$ cat src/rtl/gray_pkg.sv
// Shared Gray-code helpers for the Gray counter source and the Gray-to-binary converter.
package gray_pkg;

  // Widest code the helpers handle; callers zero-extend to this width and truncate back.
  localparam int unsigned MaxWidth = 32;

  // Output slot occupancy.
  typedef enum logic {SlotEmpty, SlotFull} slot_state_e;

  // Binary to reflected Gray code.
  function automatic logic [MaxWidth-1:0] bin2gray(input logic [MaxWidth-1:0] bin);
    return bin ^ (bin >> 1);
  endfunction

  // 1 when the count sits at the end of the range for the step direction.
  function automatic logic terminal(input logic [MaxWidth-1:0] cnt, input logic up,
                                    input int unsigned width);
    logic [MaxWidth-1:0] max_val;
    if (width >= MaxWidth) max_val = '1;
    else max_val = (MaxWidth'(1) << width) - MaxWidth'(1);
    return up ? (cnt == max_val) : (cnt == '0);
  endfunction

endpackage

$ cat src/rtl/gray_counter_src.sv
// Gray-code counter source: emits the Gray code of a binary count into a one-entry
// output slot with valid/ready handshake, then steps the count up or down.
module gray_counter_src
  import gray_pkg::*;
#(
  parameter int unsigned SIZE = 8,
  parameter int unsigned WRAP = 1
) (
  input  logic            clk,
  input  logic            rst,
  input  logic            en,
  input  logic            up,
  input  logic            load,
  input  logic [SIZE-1:0] load_bin,
  output logic [SIZE-1:0] gray_out,
  output logic            out_valid,
  input  logic            out_ready,
  output logic            tc
);

  logic [SIZE-1:0] r_cnt;
  logic [SIZE-1:0] r_gray;
  logic            r_tc;
  slot_state_e     r_state;

  logic            w_space;
  logic            w_emit;
  logic            w_term;
  logic [SIZE-1:0] w_gray_cnt;
  logic [SIZE-1:0] w_cnt_step;
  logic [SIZE-1:0] w_cnt_next;
  logic [SIZE-1:0] w_gray_next;
  logic            w_tc_next;
  slot_state_e     w_state_next;

  assign w_space    = (r_state == SlotEmpty) || out_ready;
  // Load wins over en, so a load cycle never emits.
  assign w_emit     = en && !load && w_space;
  assign w_gray_cnt = SIZE'(bin2gray(MaxWidth'(r_cnt)));
  assign w_term     = terminal(MaxWidth'(r_cnt), up, SIZE);

  // Next count: step with wrap via modular arithmetic, or hold at the end when saturating.
  always_comb begin
    w_cnt_step = r_cnt;
    if (!(w_term && (WRAP == 0))) begin
      w_cnt_step = up ? (r_cnt + SIZE'(1)) : (r_cnt - SIZE'(1));
    end
  end

  // Next-state for counter, output slot and registered outputs.
  always_comb begin
    w_cnt_next   = r_cnt;
    w_gray_next  = r_gray;
    w_tc_next    = r_tc;
    w_state_next = r_state;
    if (load) begin
      w_cnt_next = load_bin;
    end else if (w_emit) begin
      w_cnt_next = w_cnt_step;
    end
    if (w_emit) begin
      w_gray_next  = w_gray_cnt;
      w_tc_next    = w_term;
      w_state_next = SlotFull;
    end else if ((r_state == SlotFull) && out_ready) begin
      w_state_next = SlotEmpty;
    end
  end

  // State registers with synchronous reset; reset drops any pending code.
  always_ff @(posedge clk) begin
    if (rst) begin
      r_cnt   <= '0;
      r_gray  <= '0;
      r_tc    <= 1'b0;
      r_state <= SlotEmpty;
    end else begin
      r_cnt   <= w_cnt_next;
      r_gray  <= w_gray_next;
      r_tc    <= w_tc_next;
      r_state <= w_state_next;
    end
  end

  assign gray_out  = r_gray;
  assign tc        = r_tc;
  assign out_valid = (r_state == SlotFull);

endmodule

$ cat config.mk
export PLATFORM = sky130hd
export DESIGN_NAME = gray_counter_src
export DESIGN_NICKNAME = d
export VERILOG_FILES = /design/src/rtl/gray_pkg.sv /design/src/rtl/gray_counter_src.sv
export SDC_FILE = /design/constraint.sdc
export NUM_CORES = 1
export LEC_CHECK = 0
export ABC_CLOCK_PERIOD_IN_PS = 2700
export CAP_MARGIN = 20
export CELL_PAD_IN_SITES_DETAIL_PLACEMENT = 0
export CELL_PAD_IN_SITES_GLOBAL_PLACEMENT = 1
export CORE_ASPECT_RATIO = 0.7
export CORE_MARGIN = 8
export CORE_UTILIZATION = 37
export CTS_BUF_LIST = sky130_fd_sc_hd__clkbuf_16
export CTS_CLUSTER_DIAMETER = 40
export DETAILED_ROUTE_END_ITERATION = 8
export GPL_ROUTABILITY_DRIVEN = 0
export GPL_TIMING_DRIVEN = 0
export PLACE_DENSITY_LB_ADDON = 0.1
export SLEW_MARGIN = 20
export SYNTH_ARGS = -nofsm -noshare
export SYNTH_HDL_FRONTEND = slang
export SYNTH_SLANG_ARGS = --single-unit
export TNS_END_PERCENT = 100
$ cat constraint.sdc
create_clock -name clk -period 2.7 [get_ports clk]
set_input_delay 0.675 -clock clk [delete_from_list [all_inputs] [get_ports clk]]
set_output_delay 0.675 -clock clk [all_outputs]
set_load 0.01 [all_outputs]
==> impl_metrics.py, run 1 <==
metrics = {
    "cts": {
        "cts_resized": 1,
        "cts_tree": "done",
        "clock-sinks": 18,
        "ctsHtreeMaxLevel": 1,
        "postCtsSetupRepairBufs": 0,
        "clockBufferDepth": 2,
        "clkLatencyLatePin_ns": 0.25,
        "root_buffer": "clkbuf_16",
        "cts_buffers": 3,
        "clk_pin_slew_ns": 0.05,
        "holdBufCountCts": 0,
    },
    "timing": {
        "layout_setup_ws_ns": 0.437,
        "final-hold-violation-count": 0,
        "slew_violations": 0,
        "skew_ns": 0.00276,
        "min_period_ns": 2.26,
        "timing.slew.headroom_pct": 55.3,
        "grt_setup_unrepaired": "false",
        "hold_ws_ns": 0.452,
        "setup_viol": 0,
        "setup_tns_ns": 0,
        "period_share_pct": 83.8,
        "tightest_slew_ns": 0.670,
        "fmax_mhz": 442,
    },
    "logic_synthesis": {
        "syn_area_sq_um": 1150,
        "synth_top_area_share_pct": 31.3,
        "synth_edf_count": 0,
        "synth_common_cells": "18 x dfxtp_1, 17 x nand2_1, 16 x a21oi_1, 14 x ha_1, 10 x inv_1",
        "synth_seq_area_share_pct": 31.3,
        "synth.most_common_cell": "dfxtp_1",
        "ys_ff_latch": 18,
        "synth_top_area_cell": "dfxtp_1",
        "synth_flop_cell": "dfxtp_1",
        "synth.avg_cell_area_sq_um": 8.59,
        "yosysWarnings": 0,
        "yosysUniqueCellTypes": 33,
        "synth.area.top_cells": "dfxtp_1 31%, ha_1 15%, a21oi_1 7.0%",
        "ys_async_sr_fraction_pct": 0,
        "syn-num-nets": 163,
        "syn_inst": 134,
    },
    "layout": {
        "final_nets": 190,
        "n_antenna_cell": 0,
        "design_area_sq_um": 1500,
        "area_delta_synth_final_pct": 30.3,
        "layout-drive-gt1-share_pct": 8.13,
    },
    "hold_path": {
        "hold_path_class": "flop to flop",
        "min-delay-start": "gray_out[6]$_SDFFE_PP0P_",
        "min_delay_path_depth": 2,
        "whs_endpoint": "gray_out[6]$_SDFFE_PP0P_",
    },
    "die": {
        "fp-row-count": 17,
        "num_io_pins": 24,
        "die_h_um": 62.7,
        "core_sq_um": 3060,
        "die-area_sq_um": 5180,
        "start_util_pct": 37.6,
        "die_w_um": 82.7,
    },
    "global_routing": {
        "gr-usage-all-layers_pct": 11.3,
        "overflow": 0,
        "antenna_found_initial": 0,
        "grt_pass1_wl_um": 4660,
        "grt_pass1_vias": 982,
        "grt_max_degree": 11,
    },
    "route": {
        "drc_errors": 0,
        "wire_per_inst_um": 13.5,
        "ant_nets": 0,
        "viasPerCell": 5.17,
        "num_vias": 1023,
        "wl_um": 2670,
        "drtIter0Drc": 46,
        "drt_pre_antenna_iters": 4,
    },
    "worst_setup_path": {
        "crit_chain": "dlymetal6s2s_1 -> inv_2 -> fa_1 -> a21o_1 -> a221o_1 -> o311ai_0 -> o22ai_1",
        "path_class": "primary input to flop",
        "cp_max_fo": 7,
        "cp_slowest_stage_delay_ns": 0.47,
        "slowest_stage": "fa_1",
        "crit_required_ns": 2.82,
        "startpoint_type": "primary input",
        "r2r-start": "r_cnt[0]$_SDFFE_PP0P_",
        "rrSetupSlack_ns": 0.85,
        "reg2reg_depth": 5,
        "r2r-end": "r_cnt[6]$_SDFFE_PP0P_",
        "critPathArrivalTime_ns": 2.38,
        "endpoint_kind": "flop",
    },
    "run": {
        "maxCapViolations": 0,
    },
    "power_and_ir_drop": {
        "p_leak_uw": 0.000619,
        "power_density_nw_per_um2": 519,
        "ir_drop_mv": 0.287,
    },
    "placement": {
        "dpl_worst_slack_ns": -0.262,
        "placed_cell_area_sq_um": 1420,
        "hpwl_um": 2100,
        "port_buffers": 22,
    },
    "outcome": {
        "status": "complete, no violations",
    },
}
## state kept, by name, summed over array words and instances, names as in the netlist
signal and flops:
tc 1, out_valid 1, gray_out 8, r_cnt 8
## kinds of logic after synthesis
| family | Yosys count | synth area share [%] |
|---|---|---|
| AO/OA/AOI/OAI | 42 | 24.1 |
| XOR/XNOR | 5 | 3.81 |
| adder cells (fa/ha/maj) | 15 | 17.0 |
| buffers and inverters | 16 | 6.74 |
| flip-flops | 18 | 31.3 |
| AND/OR/NAND/NOR | 38 | 17.1 |
## layout make-up
| class | instances | area [sq um] |
|---|---|---|
| tap | 38 | 47.5 |
| fill | 311 | 1560 |
| clock inverter | 1 | 3.75 |
| clock buffer | 3 | 75.1 |
| timing repair buffer | 22 | 223 |
| buffer | 6 | 40.0 |
| sequential | 18 | 360 |
| multi-input combinational | 100 | 713 |
| inverter | 10 | 37.5 |
## how the worst max path moves through the flow
| stage | start | end | slack (ns) |
|---|---|---|---|
| after floorplan | up | r_cnt[6]$_SDFFE_PP0P_ | 0.51 |
| after global placement | up | r_cnt[6]$_SDFFE_PP0P_ | -0.26 |
| after detailed placement | up | r_cnt[6]$_SDFFE_PP0P_ | -0.26 |
| after CTS | up | r_cnt[6]$_SDFFE_PP0P_ | 0.06 |
| after global routing | up | r_cnt[6]$_SDFFE_PP0P_ | 0.35 |
| final | up | r_cnt[6]$_SDFFE_PP0P_ | 0.44 |
## worst max-delay path, delay by kind of cell
kind	cells	cell delay, ns
adders and majority gates	1	0.47
buffers and inverters	2	0.31
AOI/OAI and AO/OA	4	0.91
## per-layer routing
layer | part of all wire, % | wire length, um | vias up | track usage (%)
li1 | - | - | 534 | -
met1 | 49 | 1320 | 462 | 15.0
met2 | 42 | 1130 | 25 | 16.3
met3 | 7.8 | 209 | 2 | 4.74
met4 | 0.67 | 18 | 0 | 2.58
met5 | 0 | 0 | - | 0
## cells in the final DEF (no fill, tap or decap), drive strengths merged, types with 2 or more instances in the layout
master and n:
a21oi 16, xnor2 3, a211oi 4, or3 2
o221ai 2, a22oi 8, o22ai 2, clkdlybuf4s50 21
ha 14, nand2b 3, a21o 2, and3 3
dfxtp 18, buf 4, nand3 4, inv 10
o21ai 2, nor2 5, nand2 17, clkbuf 5
xor2 2
## report_power, final
group	total, uW	leakage [uW]	switching [uW]	internal, uW
sequential	306	0.000148	21.1	285
combinational	174	0.000433	84.2	89.3
clock	299	0.0000385	102	197
total	779	0.000619	207	571
## per-stage QoR
step	total power (uW)	std cells	utilization, %
after floorplan	421	134	-
after global placement	487	194	46.3
after detailed placement	486	194	46.3
after CTS	786	198	48.9
after global routing	822	198	49.0
final	779	198	49.0
(Power assumes the default switching activity.)
==> inputs of run 2 (changes only) <==
Settings changed: ABC_CLOCK_PERIOD_IN_PS 2700 to 2300.
Clock period 2.7 ns to 2.3 ns, I/O delays scaled along.
==> impl_metrics.py, run 2 (synthesis results as in run 1) <==
metrics = {
    "die": {
        "core_sq_um": 3060,
        "fp-row-count": 17,
        "die_h_um": 62.7,
        "die_w_um": 82.7,
        "die-area_sq_um": 5180,
        "num_io_pins": 24,
        "start_util_pct": 37.6,
    },
    "placement": {
        "hpwl_um": 2100,
        "dpl_worst_slack_ns": -0.562,
        "port_buffers": 22,
        "placed_cell_area_sq_um": 1420,
    },
    "power_and_ir_drop": {
        "p_leak_uw": 0.000612,
        "power_density_nw_per_um2": 611,
        "ir_drop_mv": 0.337,
    },
    "route": {
        "wl_um": 2670,
        "ant_nets": 0,
        "drc_errors": 0,
        "wire_per_inst_um": 13.5,
        "viasPerCell": 5.18,
        "drt_pre_antenna_iters": 4,
        "drtIter0Drc": 48,
        "num_vias": 1025,
    },
    "worst_setup_path": {
        "endpoint_kind": "flop",
        "startpoint_type": "primary input",
        "crit_required_ns": 2.42,
        "cp-startpoint": "up",
        "reg2reg_depth": 5,
        "r2r-start": "r_cnt[0]$_SDFFE_PP0P_",
        "rrSetupSlack_ns": 0.50,
        "cp_max_fo": 7,
        "r2r-end": "r_cnt[6]$_SDFFE_PP0P_",
        "setup.worst_path.end": "r_cnt[6]$_SDFFE_PP0P_",
        "path_class": "primary input to flop",
        "critPathArrivalTime_ns": 2.30,
    },
    "cts": {
        "postCtsSetupRepairBufs": 0,
        "cts_resized": 2,
        "clockBufferDepth": 2,
        "root_buffer": "clkbuf_16",
        "cts_buffers": 3,
        "clk_pin_slew_ns": 0.05,
        "cts_tree": "done",
        "clkLatencyLatePin_ns": 0.25,
        "ctsHtreeMaxLevel": 1,
        "clock-sinks": 18,
        "holdBufCountCts": 0,
    },
    "timing": {
        "min_period_ns": 2.18,
        "skew_ns": 0.00275,
        "grt_setup_unrepaired": "false",
        "slew_violations": 0,
        "final-hold-violation-count": 0,
        "setup_viol": 0,
        "layout_setup_ws_ns": 0.116,
        "fmax_mhz": 458,
        "timing.slew.headroom_pct": 55.3,
        "hold_ws_ns": 0.452,
        "tightest_slew_ns": 0.670,
        "period_share_pct": 94.9,
    },
    "run": {
        "maxCapViolations": 0,
    },
    "global_routing": {
        "antenna_found_initial": 0,
        "gr-usage-all-layers_pct": 11.3,
        "grt_max_degree": 11,
        "grt_pass1_wl_um": 4660,
        "grt_pass1_vias": 982,
        "overflow": 0,
    },
    "hold_path": {
        "hold_path_class": "flop to flop",
    },
    "layout": {
        "n_antenna_cell": 0,
        "fill_cells": 312,
        "layout-drive-gt1-share_pct": 8.13,
        "final_nets": 190,
        "layout_commonest_cell": "clkdlybuf4s50_1",
        "area_delta_synth_final_pct": 30.1,
        "design_area_sq_um": 1500,
        "final_cell_mix": "21 x clkdlybuf4s50_1, 18 x dfxtp_1, 17 x nand2_1, 16 x a21oi_1, 14 x ha_1",
    },
    "outcome": {
        "status": "complete, no violations",
    },
}
==> run 2: cell count changes in the layout (fill, tap and decap cells not counted) <==
cell             previous run  this run
o311ai_0                    1         0
clkdlybuf4s15_1             0         1
o311ai_1                    0         1
dlymetal6s2s_1              1         0
==> run 2: report_power, final <==
group          internal [uW]  switching [uW]  leakage, uW
Clock                    231             120    0.0000385
Combinational            105            99.2     0.000425
Sequential               335            24.8     0.000148
Total                    671             244     0.000612
==> run 2: routing by layer <==
metal  GRT usage (%)  part of all wire (%)  wire length, um
met2            16.3                    42             1120
met5               0                     0                0
met3            4.74                   7.8              209
met4            2.58                  0.67               18
met1            15.0                    49             1320
==> run 2: worst max-delay path, cell delays in order <==
cell and delay (ns):
clkdlybuf4s15_1 0.27, inv_2 0.13, fa_1 0.47, a21o_1 0.20
a221o_1 0.32, o311ai_1 0.24, o22ai_1 0.10
==> run 2: how the worst min path moves through the flow <==
stage,from,end,slack [ns],depth (start not counted)
2_1_floorplan,gray_out[0]$_SDFFE_PP0P_,gray_out[0]$_SDFFE_PP0P_,0.48,2
3_3_place_gp,gray_out[6]$_SDFFE_PP0P_,gray_out[6]$_SDFFE_PP0P_,0.44,2
3_5_place_dp,gray_out[6]$_SDFFE_PP0P_,gray_out[6]$_SDFFE_PP0P_,0.45,2
4_1_cts,gray_out[6]$_SDFFE_PP0P_,gray_out[6]$_SDFFE_PP0P_,0.46,2
5_1_grt,gray_out[4]$_SDFFE_PP0P_,gray_out[4]$_SDFFE_PP0P_,0.47,2
6_report,gray_out[6]$_SDFFE_PP0P_,gray_out[6]$_SDFFE_PP0P_,0.45,2
==> run 2: final cells by class <==
class | count | area [sq um] | area share [%]
Tap cell | 38 | 47.5 | 3.17
Clock buffer | 3 | 75.1 | 5.01
Clock inverter | 1 | 3.75 | 0.251
Sequential cell | 18 | 360 | 24.1
Timing Repair Buffer | 22 | 220 | 14.7
Multi-Input combinational cell | 100 | 713 | 47.6
Buffer | 6 | 40.0 | 2.67
Inverter | 10 | 37.5 | 2.51
==> run 2: through the flow <==
step / std cells / setup TNS [ns] / total power [uW] / util [%]
after floorplan: 134 / 0 / 494 / -
after global placement: 194 / -1.87 / 571 / 46.3
after detailed placement: 194 / -1.81 / 571 / 46.3
after CTS: 198 / 0 / 922 / 48.9
after global routing: 198 / 0 / 965 / 48.9
final: 198 / 0 / 915 / 48.9
==> inputs of run 3 (changes only) <==
Settings changed: CAP_MARGIN 20 to default.
==> results of run 3 <==
Final layout, timing and power as in run 2 (identical DEF).
